$ cat config.mk
export PLATFORM = sky130hd
export DESIGN_NAME = uart_fifo
export DESIGN_NICKNAME = d
export VERILOG_FILES = /design/src/rtl/uart_pkg.sv /design/src/rtl/uart_sync_fifo.sv /design/src/rtl/uart_fifo.sv
export SDC_FILE = /design/constraint.sdc
export NUM_CORES = 1
export LEC_CHECK = 0
export BUFFER_PORTS_ARGS = -buffer_cell sky130_fd_sc_hd__buf_2
export CAP_MARGIN = 20
export CORE_AREA = 2 2 101 152
export CTS_BUF_LIST = sky130_fd_sc_hd__clkbuf_4 sky130_fd_sc_hd__clkbuf_8
export CTS_CLUSTER_SIZE = 10
export DETAILED_ROUTE_END_ITERATION = 6
export DIE_AREA = 0 0 103 154
export PLACE_DENSITY_LB_ADDON = 0.25
export SETUP_SLACK_MARGIN = 0.02
export SLEW_MARGIN = 20
export SYNTH_ARGS = -nofsm -noshare
export SYNTH_HDL_FRONTEND = slang
export SYNTH_SLANG_ARGS = --single-unit
$ cat constraint.sdc
create_clock -name pclk -period 3.16 [get_ports pclk]
set_input_delay 0.316 -clock pclk [delete_from_list [all_inputs] [get_ports pclk]]
set_output_delay 0.316 -clock pclk [all_outputs]
set_load 0.01 [all_outputs]
$ cat src/rtl/uart_pkg.sv
// uart_pkg: register offsets and LSR bit positions shared by the UART.
// Imported by uart_fifo and uart_sync_fifo; no ports.
package uart_pkg;

   localparam logic [2:0] OFF_RBR_THR = 3'd0;
   localparam logic [2:0] OFF_IER     = 3'd1;
   localparam logic [2:0] OFF_LSR     = 3'd5;

   localparam int LSR_DR   = 0;
   localparam int LSR_OE   = 1;
   localparam int LSR_THRE = 5;
   localparam int LSR_TEMT = 6;

endpackage

$ cat src/rtl/uart_sync_fifo.sv
// uart_sync_fifo: first-word-fall-through FIFO, WIDTH x DEPTH (DEPTH 2^n).
// Ports: clk_i, rst_ni (sync, active-low), push_i/data_i, pop_i,
//        head_o (current head), full_o, empty_o.
module uart_sync_fifo
   import uart_pkg::*;
#(
   parameter int WIDTH = 8,
   parameter int DEPTH = 8
) (
   input  logic             clk_i,
   input  logic             rst_ni,
   input  logic             push_i,
   input  logic [WIDTH-1:0] data_i,
   input  logic             pop_i,
   output logic [WIDTH-1:0] head_o,
   output logic             full_o,
   output logic             empty_o
);

   localparam int AW = $clog2(DEPTH);
   localparam logic [AW:0] PTR_ONE = (AW+1)'(1);

   logic [AW:0]      wr_q, wr_d;
   logic [AW:0]      rd_q, rd_d;
   logic [WIDTH-1:0] mem_q [DEPTH];
   logic             do_push, do_pop;

   assign empty_o = (wr_q == rd_q);
   assign full_o  = (wr_q[AW] != rd_q[AW]) &&
                    (wr_q[AW-1:0] == rd_q[AW-1:0]);
   assign head_o  = mem_q[rd_q[AW-1:0]];

   // A push into a full FIFO is legal when the head leaves this cycle.
   assign do_pop  = pop_i & !empty_o;
   assign do_push = push_i & (!full_o | do_pop);

   always_comb begin
      wr_d = wr_q;
      rd_d = rd_q;
      if (do_push) wr_d = wr_q + PTR_ONE;
      if (do_pop)  rd_d = rd_q + PTR_ONE;
   end

   always_ff @(posedge clk_i) begin
      if (!rst_ni) begin
         wr_q <= '0;
         rd_q <= '0;
      end else begin
         wr_q <= wr_d;
         rd_q <= rd_d;
      end
   end

   always_ff @(posedge clk_i) begin
      if (do_push) mem_q[wr_q[AW-1:0]] <= data_i;
   end

endmodule

$ cat src/rtl/uart_fifo.sv
// uart_fifo: APB-style 16550-subset UART window with RX/TX FIFOs.
// Ports: APB-like bus (paddr, pdata, prdata, psel, penable, pwrite, pstb,
//        ready, perr), RX stream (rx_data/valid/ready), TX stream
//        (tx_data/valid/ready), irq. UART_IRQ_EN enables IER and irq.
module uart_fifo
   import uart_pkg::*;
#(
   parameter int                    ADDR_WIDTH = 32,
   parameter int                    DATA_WIDTH = 32,
   parameter logic [ADDR_WIDTH-1:0] BASE_ADDR  = 32'h10000000,
   parameter int                    RX_DEPTH   = 8,
   parameter int                    TX_DEPTH   = 8
) (
   input  logic                  pclk,
   input  logic                  presetn,
   input  logic [ADDR_WIDTH-1:0] paddr,
   input  logic [DATA_WIDTH-1:0] pdata,
   output logic [DATA_WIDTH-1:0] prdata,
   input  logic                  psel,
   input  logic                  penable,
   input  logic                  pwrite,
   input  logic [3:0]            pstb,
   output logic                  ready,
   output logic                  perr,
   input  logic [7:0]            rx_data,
   input  logic                  rx_valid,
   output logic                  rx_ready,
   output logic [7:0]            tx_data,
   output logic                  tx_valid,
   input  logic                  tx_ready,
   output logic                  irq
);

   logic                  ready_q, ready_d;
   logic                  perr_q, perr_d;
   logic                  oe_q, oe_d, oe_clr;
   logic [DATA_WIDTH-1:0] prdata_q, prdata_d;

   logic [ADDR_WIDTH-1:0] off;
   logic [2:0]            reg_off;
   logic [1:0]            lane;
   logic                  acc, hit, stb;
   logic [7:0]            wbyte, rbyte, lsr;
   logic [1:0]            ier_rd;

   logic       rx_push, rx_pop, rx_full, rx_empty;
   logic       tx_push, tx_pop, tx_full, tx_empty;
   logic [7:0] rx_head;

   assign acc     = psel & penable & !ready_q;
   assign off     = paddr - BASE_ADDR;
   assign hit     = (off < ADDR_WIDTH'(8));
   assign reg_off = off[2:0];
   assign lane    = paddr[1:0];
   assign stb     = pstb[lane];
   assign wbyte   = 8'(pdata >> {lane, 3'b000});

   assign rx_ready = !rx_full | rx_pop;
   assign rx_push  = rx_valid & rx_ready;
   assign tx_pop   = !tx_empty & tx_ready;
   assign tx_valid = !tx_empty;

   always_comb begin
      lsr           = 8'h00;
      lsr[LSR_DR]   = !rx_empty;
      lsr[LSR_OE]   = oe_q;
      lsr[LSR_THRE] = !tx_full;
      lsr[LSR_TEMT] = tx_empty;
   end

`ifdef UART_IRQ_EN
   logic [1:0] ier_q, ier_d;
   logic       irq_q;

   assign ier_rd = ier_q;
   assign irq    = irq_q;

   always_ff @(posedge pclk) begin
      if (!presetn) begin
         ier_q <= 2'b00;
         irq_q <= 1'b0;
      end else begin
         ier_q <= ier_d;
         irq_q <= (ier_q[0] & !rx_empty) | (ier_q[1] & tx_empty);
      end
   end
`else
   assign ier_rd = 2'b00;
   assign irq    = 1'b0;
`endif

   always_comb begin
      ready_d = acc;
      perr_d  = 1'b0;
      rbyte   = 8'h00;
      rx_pop  = 1'b0;
      tx_push = 1'b0;
      oe_clr  = 1'b0;
`ifdef UART_IRQ_EN
      ier_d   = ier_q;
`endif
      if (acc) begin
         if (!hit) begin
            perr_d = 1'b1;
         end else if (pwrite) begin
            unique case (1'b1)
               (reg_off == OFF_RBR_THR): begin
                  // Full is fine when the sink drains the head this edge.
                  if (stb) begin
                     if (!tx_full || tx_pop) tx_push = 1'b1;
                     else                    perr_d  = 1'b1;
                  end
               end
               (reg_off == OFF_IER): begin
`ifdef UART_IRQ_EN
                  if (stb) ier_d = wbyte[1:0];
`endif
               end
               (reg_off == OFF_LSR): perr_d = 1'b1;
               default: ;
            endcase
         end else begin
            unique case (1'b1)
               (reg_off == OFF_RBR_THR): begin
                  if (!rx_empty) begin
                     rbyte  = rx_head;
                     rx_pop = 1'b1;
                  end
               end
               (reg_off == OFF_IER): rbyte = {6'b0, ier_rd};
               (reg_off == OFF_LSR): begin
                  rbyte  = lsr;
                  oe_clr = 1'b1;
               end
               default: ;
            endcase
         end
      end
      prdata_d = DATA_WIDTH'(rbyte) << {lane, 3'b000};
   end

   // A new overrun in the same cycle as an LSR read must not be lost.
   assign oe_d = (oe_q & !oe_clr) | (rx_valid & !rx_ready);

   always_ff @(posedge pclk) begin
      if (!presetn) begin
         ready_q  <= 1'b0;
         perr_q   <= 1'b0;
         oe_q     <= 1'b0;
         prdata_q <= '0;
      end else begin
         ready_q  <= ready_d;
         perr_q   <= perr_d;
         oe_q     <= oe_d;
         prdata_q <= prdata_d;
      end
   end

   assign ready  = ready_q;
   assign perr   = perr_q;
   assign prdata = prdata_q;

   uart_sync_fifo #(.WIDTH(8), .DEPTH(RX_DEPTH)) u_rx (
      .clk_i   (pclk),
      .rst_ni  (presetn),
      .push_i  (rx_push),
      .data_i  (rx_data),
      .pop_i   (rx_pop),
      .head_o  (rx_head),
      .full_o  (rx_full),
      .empty_o (rx_empty)
   );

   uart_sync_fifo #(.WIDTH(8), .DEPTH(TX_DEPTH)) u_tx (
      .clk_i   (pclk),
      .rst_ni  (presetn),
      .push_i  (tx_push),
      .data_i  (wbyte),
      .pop_i   (tx_pop),
      .head_o  (tx_data),
      .full_o  (tx_full),
      .empty_o (tx_empty)
   );

endmodule

==> results of run 1 <==
flip-flops by register name (all words and copies together) (netlist names), 4 cells and up, named ones only:
register / cells
u_tx.mem_q: 64
u_tx.rd_q: 4
u_rx.rd_q: 4
u_tx.wr_q: 4
u_rx.mem_q: 64
u_rx.wr_q: 4
prdata: 32
layout make-up:
type                    count  area [um2]
clock inverters            13         160
repair buffers            147         796
flip-flops and latches    185        4980
well taps                 196         245
diodes                      1        2.50
fillers                  1194        5920
multi-input cells         224        2070
clock buffers              19         249
inverters                   9        33.8
power by group through the flow:
stage                     logic (mW)  registers, mW  clock network, mW
final                          0.207           2.65               1.60
after global placement         0.201           2.70                  0
after floorplan               0.0954           2.71                  0
after global routing           0.227           2.65               1.73
after detailed placement       0.208           2.70                  0
after CTS                      0.209           2.65               1.64
Yosys cell counts, types with 2 or more instances:
cell type | n | area, um2
o21ai_1 | 3 | 15.0
and3_1 | 2 | 12.5
buf_1 | 7 | 26.3
nand4_1 | 5 | 31.3
xnor2_1 | 5 | 43.8
nand2b_1 | 4 | 25.0
or3_1 | 5 | 31.3
nand3_1 | 10 | 50.1
o32ai_1 | 2 | 17.5
nor4b_1 | 6 | 52.6
nor3_1 | 6 | 30.0
xor2_1 | 7 | 61.3
mux2_2 | 8 | 90.1
edfxtp_1 | 128 | 3840
nand2_1 | 24 | 90.1
buf_2 | 3 | 15.0
a21oi_1 | 9 | 45.0
nor2_1 | 20 | 75.1
inv_1 | 8 | 30.0
nand4b_1 | 2 | 17.5
nand3b_1 | 2 | 15.0
ha_1 | 4 | 50.1
clkbuf_1 | 12 | 45.0
mux4_2 | 40 | 901
mux2i_1 | 16 | 160
dfxtp_1 | 57 | 1140
nor4_1 | 13 | 81.3
how the worst max path moves through the flow:
stage | end | slack, ps | startpoint
after floorplan | u_rx.mem_q[1][0]$_DFFE_PP_ | 230 | paddr[0]
after global placement | u_rx.mem_q[3][3]$_DFFE_PP_ | 460 | paddr[0]
after detailed placement | u_rx.mem_q[1][4]$_DFFE_PP_ | 380 | paddr[0]
after CTS | rx_ready | 390 | u_rx.wr_q[0]$_SDFFE_PN0P_
after global routing | u_rx.mem_q[1][5]$_DFFE_PP_ | 260 | u_rx.wr_q[0]$_SDFFE_PN0P_
final | rx_ready | 420 | u_rx.wr_q[0]$_SDFFE_PN0P_
worst reg2reg max path, delay by kind of cell, from the launching register on:
kind	cells	cell delay, ps
AO/OA/AOI/OAI	1	310
XOR/XNOR	1	270
buffers and inverters	2	410
flip-flops	1	560
AND/OR/NAND/NOR	3	830
metrics by stage:
| step | power, mW | instance area, um2 |
|---|---|---|
| CTS | 4.50 | 8540 |
| detailed placement | 2.91 | 8130 |
| floorplan | 2.80 | 7180 |
| finish | 4.46 | 8540 |
| global route | 4.61 | 8540 |
| global placement | 2.90 | 8130 |
routing by layer:
metal  up-vias  global-route usage [%]  wire length, um
met2       118                    33.2             7800
met3        15                    3.95              672
met4         0                    6.45              190
li1       1948                       -                -
met1      2051                    20.6             5400
met5         -                       0                0
kinds of logic after synthesis:
kind of cell             synth area share (%)
flip-flops                               70.1
AND/OR/NAND/NOR                          8.22
multiplexers                             16.2
buffers and inverters                    1.80
AO/OA/AOI/OAI                            1.41
XOR/XNOR                                 1.48
adder cells (fa/ha/maj)                 0.704
other                                  0.0528
==> qor.yml, run 1 <==
run_status:
  outcome: "completed"
timing:
  skew_ps: 17.7
  finalCritPeriodShare_pct: 86.7
  worstMarginPinSlew_ps: 763
  timing.hold.ws_ps: 136
  relSlewSlack_pct: 49.1
  hold_viol: 0
  fmax_ghz: 0.365
  maxSlewViolCount: 0
  finalSetupTns_ps: 0
  setup_viol: 0
  grt_setup_unrepaired: "no"
  setup_ws_ps: 422
  period_needed_ps: 2740
worst_setup_path:
  cp_max_fo: 12
  crit_buf_inv: 2
  cp_cell_sequence: "xor2_1, nor4b_2, buf_4, or4_1, nand2_1, buf_2"
  crit_cells: 6
  crit_required_ps: 2840
  r2r_end: "u_rx.mem_q[1][2]$_DFFE_PP_"
  slowest_delay_ps: 630
  cp.arrival_ps: 2420
  end_kind: "primary output"
  crit_path_top_delay_cell: "or4_1"
  r2r_cells: 7
  start_kind: "flip-flop"
  crit_type: "reg -> out"
  rrSetupSlack_ps: 470
  r2r-start: "u_rx.wr_q[0]$_SDFFE_PN0P_"
  cp_top_family: "simple AND/OR/NAND/NOR gates"
pwr:
  power_frac_seq_pct: 59.4
  vdd_drop_max_mv: 0.286
  p_sw_uw: 982
  p_comb_share_pct: 4.6
  sw_frac_of_total_pct: 22.0
  p_leak_nw: 3.11
  pwr-share-clk_pct: 35.9
  power.density_nw_per_um2: 522
  p_int_mw: 3.47
worst_hold_path:
  min_to: "u_rx.mem_q[6][0]$_DFFE_PP_"
  hold_depth: 1
  hold_path_class: "in -> reg"
  hold_path_startpoint: "rx_data[0]"
global_routing:
  grt_pass1_vias: 4167
  grt_pass1_wl_mm: 21.3
  globalRouteOverflowTotal: 0
  antenna_found_initial: 1
  grt_max_degree: 19
  grtUsageTotal_pct: 18.3
die:
  initial_core_util_pct: 49.2
  io_pins: 128
  die_y_um: 154
  core_um2: 14500
  rows: 54
  die_area_um2: 15900
  die_x_um: 103
clock_network:
  post_cts_buffers: 0
  path_clk_slew_ps: 100
  postCtsHoldBufs: 0
  clk_latency_ps: 460
  ctsRootBufferMaster: "clkbuf_8"
  clock_path_buffers: 2
  clock_sinks: 185
  cts_tree: "built"
  htreeDepth: 4
  cts-resized-gates: 0
  cts_buffers: 17
logic_synthesis:
  ys.flop_type: "edfxtp_1"
  syn_inst: 421
  syn_area_per_cell_um2: 16.9
  seq_area_frac_synth_pct: 70.1
  ys_seq_elements: 185
  yosys_warnings: 0
  yosysUniqueCellTypes: 40
  synthArstFlopShare_pct: 0
  syn_area_um2: 7110
  synth-edff-count: 128
layout:
  final_cell_mix: "edfxtp_1 (128), buf_2 (123), dfxtp_1 (57)"
  area_growth_syn_to_layout_pct: 20.2
  drive_gt1_share_pct: 38.9
  fin_cells: 794
  nets: 671
  post-route-util_pct: 59.1
  layout_commonest_cell: "edfxtp_1"
place:
  pre_cts_slack_ps: 380
  io_buffer_count: 123
  place.gp.congestion: 0.807
  dpl.hpwl_mm: 10.0
  dp_cells: 761
detailed_routing:
  wl_mm: 14.1
  num_vias: 4132
  dr.pass1.iters: 4
  drc: 0
  antenna_left: 0
  drt_iter0_markers: 152
  via_per_inst: 5.20
  wire_per_inst_um: 17.7
flow_run:
  cap_violations: 0
Note: power is estimated with default switching activity, not from simulation.
==> run 2, diff against run 1 <==
--- a/config.mk
+++ b/config.mk
@@ -12,7 +12,7 @@
 export CTS_CLUSTER_SIZE = 10
 export DETAILED_ROUTE_END_ITERATION = 6
 export DIE_AREA = 0 0 103 154
-export PLACE_DENSITY_LB_ADDON = 0.25
+export PLACE_DENSITY = 0.71
 export SETUP_SLACK_MARGIN = 0.02
 export SLEW_MARGIN = 20
 export SYNTH_ARGS = -nofsm -noshare
==> run 2 against run 1 <==
Critical path depth did not move. Utilization fell by 0.15 points. First-iteration DRC count grew 13%. Largest power group unchanged. Highest routed layer unchanged.
==> qor.yml, run 2 (same netlist as run 1, synthesis figures left out) <==
timing:
  period_needed_ps: 2730
  relSlewSlack_pct: 47.9
  worstMarginPinSlew_ps: 780
  maxSlewViolCount: 0
  finalCritPeriodShare_pct: 86.3
  setup_viol: 0
  hold_viol: 0
  finalSetupTns_ps: 0
  timing.hold.ws_ps: 127
  skew_ps: 20.3
  fmax_ghz: 0.367
  grt_setup_unrepaired: "no"
place:
  dpl.hpwl_mm: 10.1
  place.gp.congestion: 0.823
  dp_cells: 761
  io_buffer_count: 123
layout:
  seq_area_um2: 4980
  drive_gt1_share_pct: 38.9
  n_antenna_cell: 0
  final_cell_mix: "edfxtp_1 (128), buf_2 (123), dfxtp_1 (57)"
  fillCellCount: 1197
  nets: 671
  post-route-util_pct: 58.9
  area_growth_syn_to_layout_pct: 19.9
  layout_commonest_cell: "edfxtp_1"
  fin_cells: 793
  multi_input_area_um2: 2070
detailed_routing:
  antenna_left: 0
  num_vias: 4111
  drc: 0
  wl_mm: 14.2
  wire_per_inst_um: 17.9
  via_per_inst: 5.18
  drt_iter0_markers: 172
  dr.pass1.iters: 4
flow_run:
  cap_violations: 0
pwr:
  power_mw: 4.37
  power.density_nw_per_um2: 513
  vdd_drop_max_mv: 0.347
  p_leak_nw: 3.10
clock_network:
  cts_buffers: 17
  clock_path_buffers: 2
  clk_latency_ps: 460
  ctsRootBufferMaster: "clkbuf_8"
  cts_tree: "built"
  htreeDepth: 4
  path_clk_slew_ps: 110
  clock_sinks: 185
  post_cts_buffers: 0
  cts-resized-gates: 0
  postCtsHoldBufs: 0
global_routing:
  globalRouteOverflowTotal: 0
  antenna_found_initial: 1
  grt_pass1_wl_mm: 21.8
  grt_max_degree: 20
  grt_pass1_vias: 4303
  grtUsageTotal_pct: 18.7
die:
  io_pins: 128
  initial_core_util_pct: 49.2
  die_y_um: 154
  core_um2: 14500
  die_x_um: 103
  rows: 54
  die_area_um2: 15900
worst_setup_path:
  crit_required_ps: 2840
  start_kind: "flip-flop"
  crit_type: "reg -> out"
  end_kind: "primary output"
  cp.arrival_ps: 2410
  cp_max_fo: 12
worst_hold_path:
  hold_path_class: "in -> reg"
run_status:
  outcome: "completed"
==> run 2: cell count changes in the layout (fill, tap and decap cells not counted) <==
cell,before,now
inv_8,2,3
clkbuf_4,2,0
bufinv_16,2,0
clkinv_4,4,2
clkinv_2,0,1
clkinv_8,0,3
diode_2,1,0
inv_6,4,5
==> run 2: metrics by stage <==
stage | area [um2] | worst slack (ps)
after detailed placement | 8130 | 397
after global placement | 8130 | 478
final | 8520 | 433
after floorplan | 7180 | 232
after global routing | 8520 | 242
after CTS | 8520 | 384
==> run 2: worst paths after layout <==
path / endpoint / slack (ps) / cells after the start / start
max: rx_ready / 430 / 6 / u_rx.wr_q[0]$_SDFFE_PN0P_
min: u_rx.mem_q[7][4]$_DFFE_PP_ / 130 / 1 / rx_data[4]
max reg2reg: u_rx.mem_q[3][5]$_DFFE_PP_ / 490 / 7 / u_rx.wr_q[0]$_SDFFE_PN0P_
min reg2reg: prdata[9]$_SDFF_PP0_ / 490 / 1 / oe_q$_SDFF_PN0_
==> run 2: layout make-up <==
| type | count | share of cell area, % |
|---|---|---|
| clock inverter | 15 | 1.84 |
| multi-input combinational | 224 | 24.3 |
| sequential | 185 | 58.5 |
| clock buffer | 17 | 2.75 |
| tap | 196 | 2.88 |
| inverter | 9 | 0.397 |
| timing repair buffer | 147 | 9.34 |
==> run 2: layer usage <==
metal / wire, um / global-route usage [%] / up-vias
met1: 5100 / 20.4 / 2030
met5: 0 / 0 / -
met2: 8190 / 34.2 / 119
met3: 732 / 3.91 / 12
li1: - / - / 1950
met4: 190 / 7.89 / 0
==> run 2: worst max-delay path: stages, from the launching register on <==
cell and delay (ps):
dfxtp_1 560, xor2_1 250, nor4b_2 80, buf_4 160, or4_1 630, nand2_1 140
buf_2 130
==> run 2: report_power, final <==
group          internal (mW)  switching (mW)
logic                 0.0944           0.113
clock network          0.592           0.918
registers               2.63          0.0142
total                   3.32            1.05
